**src/rtl/l2_arb_pkg.sv**
```systemverilog
// Shared types and default widths for the L1-to-L2 request arbiter.
package l2_arb_pkg;

  localparam int unsigned DefAddrW = 32;
  localparam int unsigned DefLineW = 256;
  localparam int unsigned DefCntW  = 32;

  typedef enum logic [1:0] {IDLE, BUSY_I, BUSY_D} state_t;

  typedef enum logic {OWN_I, OWN_D} owner_t;

endpackage

```
**src/rtl/sat_counter.sv**
```systemverilog
// Up-counter that sticks at its maximum value instead of wrapping.
module sat_counter #(
  parameter int unsigned W = 32
) (
  input  logic         clk,
  input  logic         reset,
  input  logic         inc,
  output logic [W-1:0] count
);

  logic [W-1:0] count_q;

  // Count register; holds once all ones.
  always_ff @(posedge clk) begin
    if (reset) begin
      count_q <= '0;
    end else if (inc && (count_q != {W{1'b1}})) begin
      count_q <= count_q + 1'b1;
    end
  end

  assign count = count_q;

endmodule

```
**src/rtl/l2_arbiter.sv**
```systemverilog
// Round-robin arbiter sharing the L2 request port between the L1 I-cache and D-cache.
// The winner is latched into a capture register that alone drives the L2 port until
// the L2 responds; the response pulse is routed back to the owner combinationally.
module l2_arbiter
  import l2_arb_pkg::*;
#(
  parameter int unsigned ADDR_W = DefAddrW,
  parameter int unsigned LINE_W = DefLineW,
  parameter int unsigned CNT_W  = DefCntW
) (
  input  logic              clk,
  input  logic              reset,
  input  logic              i_read,
  input  logic [ADDR_W-1:0] i_addr,
  output logic [LINE_W-1:0] i_rdata,
  output logic              i_resp,
  input  logic              d_read,
  input  logic              d_write,
  input  logic [ADDR_W-1:0] d_addr,
  input  logic [LINE_W-1:0] d_wdata,
  output logic [LINE_W-1:0] d_rdata,
  output logic              d_resp,
  output logic              l2_read,
  output logic              l2_write,
  output logic [ADDR_W-1:0] l2_addr,
  output logic [LINE_W-1:0] l2_wdata,
  input  logic [LINE_W-1:0] l2_rdata,
  input  logic              l2_resp,
  output logic [CNT_W-1:0]  cnt_i_grant,
  output logic [CNT_W-1:0]  cnt_d_grant,
  output logic [CNT_W-1:0]  cnt_conflict
);

  state_t              state_q, state_d;
  owner_t              last_q, last_d;
  logic                cap_read_q, cap_read_d;
  logic                cap_write_q, cap_write_d;
  logic [ADDR_W-1:0]   cap_addr_q, cap_addr_d;
  logic [LINE_W-1:0]   cap_wdata_q, cap_wdata_d;

  logic req_i, req_d, grant_i, grant_d, conflict;

  // Arbitration: on a tie the requester that did not win last time gets the port.
  always_comb begin
    req_i    = i_read;
    req_d    = d_read | d_write;
    conflict = (state_q == IDLE) & req_i & req_d;
    grant_i  = (state_q == IDLE) & req_i & (~req_d | (last_q == OWN_D));
    grant_d  = (state_q == IDLE) & req_d & ~grant_i;
  end

  // Next state, capture and response routing.
  always_comb begin
    state_d     = state_q;
    last_d      = last_q;
    cap_read_d  = cap_read_q;
    cap_write_d = cap_write_q;
    cap_addr_d  = cap_addr_q;
    cap_wdata_d = cap_wdata_q;
    i_resp      = 1'b0;
    d_resp      = 1'b0;
    unique case (state_q)
      IDLE: begin
        // l2_resp here is a protocol error and is dropped.
        if (grant_i) begin
          state_d     = BUSY_I;
          last_d      = OWN_I;
          cap_read_d  = 1'b1;
          cap_write_d = 1'b0;
          cap_addr_d  = i_addr;
          cap_wdata_d = '0;
        end else if (grant_d) begin
          // Write-back wins over a simultaneous read from the D-cache.
          state_d     = BUSY_D;
          last_d      = OWN_D;
          cap_read_d  = ~d_write;
          cap_write_d = d_write;
          cap_addr_d  = d_addr;
          cap_wdata_d = d_wdata;
        end
      end
      BUSY_I: begin
        if (l2_resp) begin
          i_resp  = 1'b1;
          state_d = IDLE;
        end
      end
      BUSY_D: begin
        if (l2_resp) begin
          d_resp  = 1'b1;
          state_d = IDLE;
        end
      end
      default: state_d = IDLE;
    endcase
  end

  // State, round-robin pointer and capture register.
  always_ff @(posedge clk) begin
    if (reset) begin
      state_q     <= IDLE;
      last_q      <= OWN_D;
      cap_read_q  <= 1'b0;
      cap_write_q <= 1'b0;
      cap_addr_q  <= '0;
      cap_wdata_q <= '0;
    end else begin
      state_q     <= state_d;
      last_q      <= last_d;
      cap_read_q  <= cap_read_d;
      cap_write_q <= cap_write_d;
      cap_addr_q  <= cap_addr_d;
      cap_wdata_q <= cap_wdata_d;
    end
  end

  // L2 port is fed only from the capture register; read data is broadcast.
  assign l2_read  = (state_q != IDLE) & cap_read_q;
  assign l2_write = (state_q != IDLE) & cap_write_q;
  assign l2_addr  = cap_addr_q;
  assign l2_wdata = cap_wdata_q;
  assign i_rdata  = l2_rdata;
  assign d_rdata  = l2_rdata;

  sat_counter #(.W(CNT_W)) u_cnt_i_grant (
    .clk   (clk),
    .reset (reset),
    .inc   (grant_i),
    .count (cnt_i_grant)
  );

  sat_counter #(.W(CNT_W)) u_cnt_d_grant (
    .clk   (clk),
    .reset (reset),
    .inc   (grant_d),
    .count (cnt_d_grant)
  );

  sat_counter #(.W(CNT_W)) u_cnt_conflict (
    .clk   (clk),
    .reset (reset),
    .inc   (conflict),
    .count (cnt_conflict)
  );

endmodule

```
**config.mk**
```make
export PLATFORM = sky130hd
export DESIGN_NAME = l2_arbiter
export DESIGN_NICKNAME = d
export VERILOG_FILES = /design/src/rtl/l2_arb_pkg.sv /design/src/rtl/sat_counter.sv /design/src/rtl/l2_arbiter.sv
export SDC_FILE = /design/constraint.sdc
export NUM_CORES = 1
export LEC_CHECK = 0
export BUFFER_PORTS_ARGS = -buffer_cell sky130_fd_sc_hd__buf_2
export CORE_AREA = 3 3 568 570
export DETAILED_ROUTE_END_ITERATION = 10
export DIE_AREA = 0 0 571 573
export PLACE_DENSITY_LB_ADDON = 0.05
export SYNTH_ARGS = -nofsm -noshare
export SYNTH_HDL_FRONTEND = slang
export SYNTH_SLANG_ARGS = --single-unit
```
**constraint.sdc**
```tcl
create_clock -name clk -period 3.22 [get_ports clk]
set_clock_uncertainty 0.2 [all_clocks]
set_input_delay 0.483 -clock clk [delete_from_list [all_inputs] [get_ports clk]]
set_output_delay 0.483 -clock clk [all_outputs]
set_load 0.005 [all_outputs]
```
# Word level (Yosys, flattened, before mapping)
# Index checks and enable logic that the tools add are counted.
[totals] word_cells=57 romBits=0 regBits=389 ram_bits=0 latchBits=0 mem_count=0
[classes] bitwise_logic=12 n_mul=0 n_shift=0 add_sub_neg=3 div_mod_pow=0 n_reduce_logical=9 muxes=17 magnitude_cmp=0 eq_ne=7
[ops] cell="256-bit 2-to-1 mux" n=2
[ops] cell="32-bit by 1-bit adder with 32-bit output (second input constant)" n=3
[ops] cell="32-bit != test (second input constant)" n=3
[ops] cell="32-bit 2-to-1 mux" n=2
[ops] cell="1-bit 2-to-1 mux" n=9
[ops] cell="1-bit AND" n=7
[ops] cell="2-bit 2-to-1 mux" n=3
[ops] cell="2-bit one-hot mux with 2 select lines" n=1
[ops] cell="2-bit AND reduction" n=2
[ops] cell="2-bit nonzero test" n=2
[ops] cell="1-bit logical AND" n=3
[ops] cell="3-bit by 1-bit != test with 1-bit output (second input constant)" n=1
[ops] cell="1-bit NOT" n=3
[ops] cell="2-bit by 1-bit == test with 1-bit output (second input constant)" n=1
[ops] cell="2-bit == test (second input constant)" n=1
[ops] cell="2-bit logical NOT" n=1
[ops] cell="2-bit by 1-bit != test with 1-bit output (second input constant)" n=1
[ops] cell="1-bit OR" n=2
[ops] cell="2-bit OR reduction" n=1

# Depth between registers and ports, before layout
[depth] word_depth=9 mapped_depth=10

# Cells and area by module
# From an unflattened synthesis, not the netlist that was laid out.
[hier_totals] cells_unflattened=1866 area_unflattened_um2=18208.7
[by_module_without_submodules] module="l2_arbiter" instances=1 area_per_inst_um2=13186.4 cells_per_inst=1269
[by_module_without_submodules] module="sat_counter" instances=3 area_per_inst_um2=1674.1 cells_per_inst=199

# Worst setup path before layout
# OpenSTA, ideal clock, no wires.
[synth_timing] path_type="reg2reg" from="reg u_cnt_conflict.count_q[12], in the netlist u_cnt_conflict.count[12]" to="reg u_cnt_conflict.count_q[30], in the netlist u_cnt_conflict.count[30]" path_stages_with_launch=8 arrival_ns=2.138 setup_slack_ns=0.758 path_buffers=2 period_less_slack_ns=2.462 cell_sequence="dfxtp_1 nand4_2 or4_1 buf_2 nor3_4 buf_6 nand3b_1 mux2_1"
[synth_between] elab_chain_len=2
[synth_lines] element="start, declared" line_no="sat_counter.sv:11" source="logic [W-1:0] count_q;"
[synth_lines] element="start signal, assigned" line_no="sat_counter.sv:18" source="count_q <= count_q + 1'b1;"
[synth_lines] element="parallel branches: the longest is 2 deep, another holds 32-bit by 1-bit adder with 32-bit output"
# Several ways; the timed one is not identified.
# A chain may end at the register's enable or synchronous reset.

# Final worst setup path
[layout_timing] from="reg state_q[1]" to="reg cap_addr_q[29], in the netlist l2_addr[29]"
[layout_between] elab_chain_len=7
[layout_lines] element="start, declared" line_no="l2_arbiter.sv:34" source="state_t state_q, state_d;"
[layout_lines] element="start signal, assigned" line_no="l2_arbiter.sv:108" source="state_q <= state_d;"
[layout_lines] element="2-bit logical NOT *" line_no="l2_arbiter.sv:48, l2_arbiter.sv:49, l2_arbiter.sv:62"
[layout_lines] element="1-bit AND (2 in series)" line_no="l2_arbiter.sv:48" source="grant_i = (state_q == IDLE) & req_i & (~req_d | (last_q == OWN_D));"
[layout_lines] element="1-bit NOT" line_no="l2_arbiter.sv:49" source="grant_d = (state_q == IDLE) & req_d & ~grant_i;"
[layout_lines] element="1-bit AND" line_no="l2_arbiter.sv:49"
[layout_lines] element="2-bit nonzero test (no source line)"
[layout_lines] element="2-bit AND reduction (no source line)"
[layout_lines] element="end signal, assigned" line_no="l2_arbiter.sv:112" source="cap_addr_q <= cap_addr_d;"
[layout_lines] element="end, declared" line_no="l2_arbiter.sv:38" source="logic [ADDR_W-1:0] cap_addr_q, cap_addr_d;"
# Mark *: on every way between the ends. The rest lies on a longest branch, timed or not.

==> results by group <==
GRT
  • Global-route wire length before repair: 199000 µm
  • Remaining global-route overflow: 0
  • Met1 Resource Use GR: 0.0748
  • Layer with the highest usage after global routing: met2
  • Antenna violations before repair: 62
  • Met2 Use GR: 0.158
  • Global-route met3 utilization: 0.0635
  • Maximum number of pins on one net before global-route repair: 69
  • Overall fraction of global-route tracks in use: 0.0899
  • Number of global-route vias before repair: 19.5k

Detailed routing
  • # DRC: 0
  • Number of detailed-routing iterations run before antenna repair: 5
  • Vias per inst: 2.55
  • Routed WL: 153000 µm
  • DR vias: 17.8k
  • Detailed Route Iter0 Violations: 761
  • Post-DRT Antenna Nets: 0
  • Routed len/inst: 21.9 µm

Min path
  • Worst hold path type: input port to register
  • Worst-case hold path end point: state_q[1]
  • Cell depth of the worst hold path: 4
  • Hold wc startpoint: l2_resp

Synth
  • Post-Syn Area: 18900 µm²
  • Number of synthesized register bits: 389
  • Post-Synthesis Net Count: 2743
  • Top_reg_cell synth: dfxtp_1
  • Average size of a mapped cell: 8.76 µm²
  • Synthesized instance count: 2155
  • Distinct cells, synth: 60
  • Seq/Total Area, Yosys: 0.413
  • Warnings, synthesis: 0
  • Number of enable flip-flop cells after synthesis: 0
  • Share of flip-flops with an asynchronous set or reset after synthesis: 0

Timing
  • FMAX: 344 MHz
  • Setup violation total in the final timing report: 0
  • Total negative slack: 0 ns
  • Setup repair after global routing missed its margin: false
  • Final hold viol count: 0
  • Measured slew at the worst slew-check pin: 0.989 ns
  • Final critical delay including setup and external delays: 2.91 ns
  • Final Max Slew Viols: 0
  • Tightest slew margin relative to the limit: 0.341
  • Final cycle utilization of the critical path: 0.903

Floorplanning
  • Starting density of the core: 0.0594
  • Count of boundary I/O pins: 1482
  • Number of cell rows: 207
  • Vertical extent of the die: 573 µm
  • Placeable Area: 318000 µm²
  • Floorplan die width: 571 µm
  • Total die area: 327000 µm²

Clocking
  • Clock Latency Late Sink: 0.74 ns
  • Clock slew seen by the registers of the worst setup and hold paths: 0.05 ns
  • Total number of clock tree sinks: 389
  • Number of buffers added for setup after CTS: 0
  • Root Driver: clkbuf_16
  • Maximum number of buffers from clock root to sink: 4
  • Number of CTS-inserted buffers: 75
  • CTS tree: built
  • Maximum level of the CTS H-tree: 3

Setup path
  • Cell count of the worst reg-to-reg path: 9
  • Worst Setup Start Kind: register
  • Startpoint of the worst-slack reg-to-reg timing path: state_q[1]
  • Register-to-register setup slack: 0.31 ns
  • Signal arrival time at the worst endpoint: 3.31 ns
  • Crit end category: register
  • Worst-path fanout max: 32
  • Critical path type: register to register
  • Required arrival time at the worst endpoint: 3.62 ns
  • Reg2Reg Capture Point: l2_addr[29]

Finish
  • Commonest cells after routing, fill and taps aside: buf_2, dfxtp_1, nor2_1
  • Most frequent standard cell in the layout excluding fill and tap cells: buf_2
  • Share of final-layout standard cells stronger than drive strength 1: 0.339
  • Non-filler instance count after layout: 6992
  • Layout overhead on the synthesized area: 59.0%
  • Fin nets: 3322

Placement
  • Post-Place Cells: 6505
  • HPWL Detailed: 123000 µm
  • Final estimated routing congestion in global placement: 0.716
  • IO buf count: 713

Outcome
  • Outcome: finished clean

Power
  • Total power draw: 18.4 mW
  • Leakage power: 11.6 nW
  • Worst-case vdd ir drop: 0.319 mV
  • Power Dens Cells: 613 nW/µm²

Flow run
  • Max_cap viols: 0
## stage by stage
stage	utilization	area, µm²	hold slack [ns]	worst slack (ns)
floorplan	-	18900	0.232	0.758
global placement	0.0764	24300	0.250	0.197
detailed placement	0.0764	24300	0.246	0.255
CTS	0.0942	29900	0.0313	0.228
global route	0.0943	30000	0.0750	0.117
finish	0.0944	30000	0.102	0.312
## synth_stat cells, drive strengths merged, types with 2 or more instances
| cell | count | area, µm² |
|---|---|---|
| a211oi | 36 | 275 |
| nor3 | 16 | 96.4 |
| and2 | 11 | 68.8 |
| nor2 | 347 | 1300 |
| or4 | 25 | 188 |
| a31o | 4 | 35.0 |
| or3 | 28 | 175 |
| o2111ai | 2 | 17.5 |
| o31ai | 23 | 186 |
| a21oi | 57 | 285 |
| o211ai | 2 | 15.0 |
| nor2b | 13 | 81.3 |
| and3 | 11 | 68.8 |
| clkbuf | 114 | 428 |
| and4 | 9 | 78.8 |
| nor4 | 17 | 125 |
| nand4 | 43 | 282 |
| o211a | 2 | 20.0 |
| inv | 13 | 48.8 |
| nand2 | 41 | 154 |
| nand3b | 3 | 22.5 |
| o21a | 3 | 22.5 |
| dfxtp | 389 | 7790 |
| a22oi | 256 | 1920 |
| ha | 6 | 75.1 |
| buf | 532 | 3960 |
| a2111oi | 2 | 17.5 |
| mux2 | 10 | 116 |
| nand3 | 33 | 165 |
| a31oi | 2 | 12.5 |
| xor2 | 7 | 61.3 |
| xnor2 | 14 | 123 |
| mux2i | 36 | 360 |
| o21ai | 33 | 165 |
| or2 | 2 | 12.5 |
## flip-flops by register name, summed over array words and instances, names as in the netlist
register / cells
state_q: 2
l2_addr: 32
u_cnt_conflict.count: 32
last_q: 1
cap_read_q: 1
u_cnt_i_grant.count: 32
l2_wdata: 256
cap_write_q: 1
u_cnt_d_grant.count: 32
## area by class of cell
cell class / instances / area (µm²)
Sequential cell: 389 / 7790
Clock buffer: 110 / 2160
Timing Repair Buffer: 1148 / 7860
Clock inverter: 14 / 170
Multi-Input combinational cell: 1107 / 6670
Inverter: 13 / 48.8
Fill cell: 36900 / 288000
Tap cell: 4180 / 5230
Antenna cell: 31 / 77.6
## power by group
group	leakage [nW]	internal, mW	total, mW	switching [mW]
combinational	7.32	1.85	4.63	2.78
clock	1.14	4.85	8.00	3.15
sequential	3.18	5.41	5.78	0.363
## cell families (layout without fill, tap and decap cells)
logic type,Yosys count,count (layout),share of synthesized area
AOI/OAI and AO/OA,430,430,0.162
xor gates and xnor gates,21,21,0.00975
DFF,389,389,0.413
other,0,31,0
buffers and inverters,659,1285,0.235
muxes,46,46,0.0253
adders and majority gates,6,6,0.00398
and+or+nand+nor,604,604,0.152
## layer usage
| layer | share of wire | up-vias |
|---|---|---|
| li1 | - | 8249 |
| met1 | 0.30 | 8070 |
| met2 | 0.49 | 1140 |
| met3 | 0.16 | 287 |
| met4 | 0.055 | 56 |
| met5 | 0.0022 | - |
## critical path, cell delays in order (launching register included)
cell           delay, ns
dfxtp_1             0.33
inv_1               0.08
ha_1                0.20
buf_4               0.21
and2_1              0.20
nand2b_4            0.15
buf_12              0.22
mux2i_1             0.32
dlygate4sd3_1       0.63
a211oi_1            0.08
## what timing repair did
action                    CTS  global route
hold endpoints to repair  289             0
hold buffers              332             0
resized for setup           0             0
## worst max path at each step
stage	startpoint	to
after global placement	i_read	u_cnt_i_grant.count[14]
after CTS	state_q[0]	l2_addr[29]
after floorplan	u_cnt_conflict.count[12]	u_cnt_conflict.count[30]
after global routing	state_q[0]	l2_addr[29]
final	state_q[1]	l2_addr[29]
after detailed placement	i_read	u_cnt_i_grant.count[14]
No activity file was read; power rests on OpenSTA's default activity.
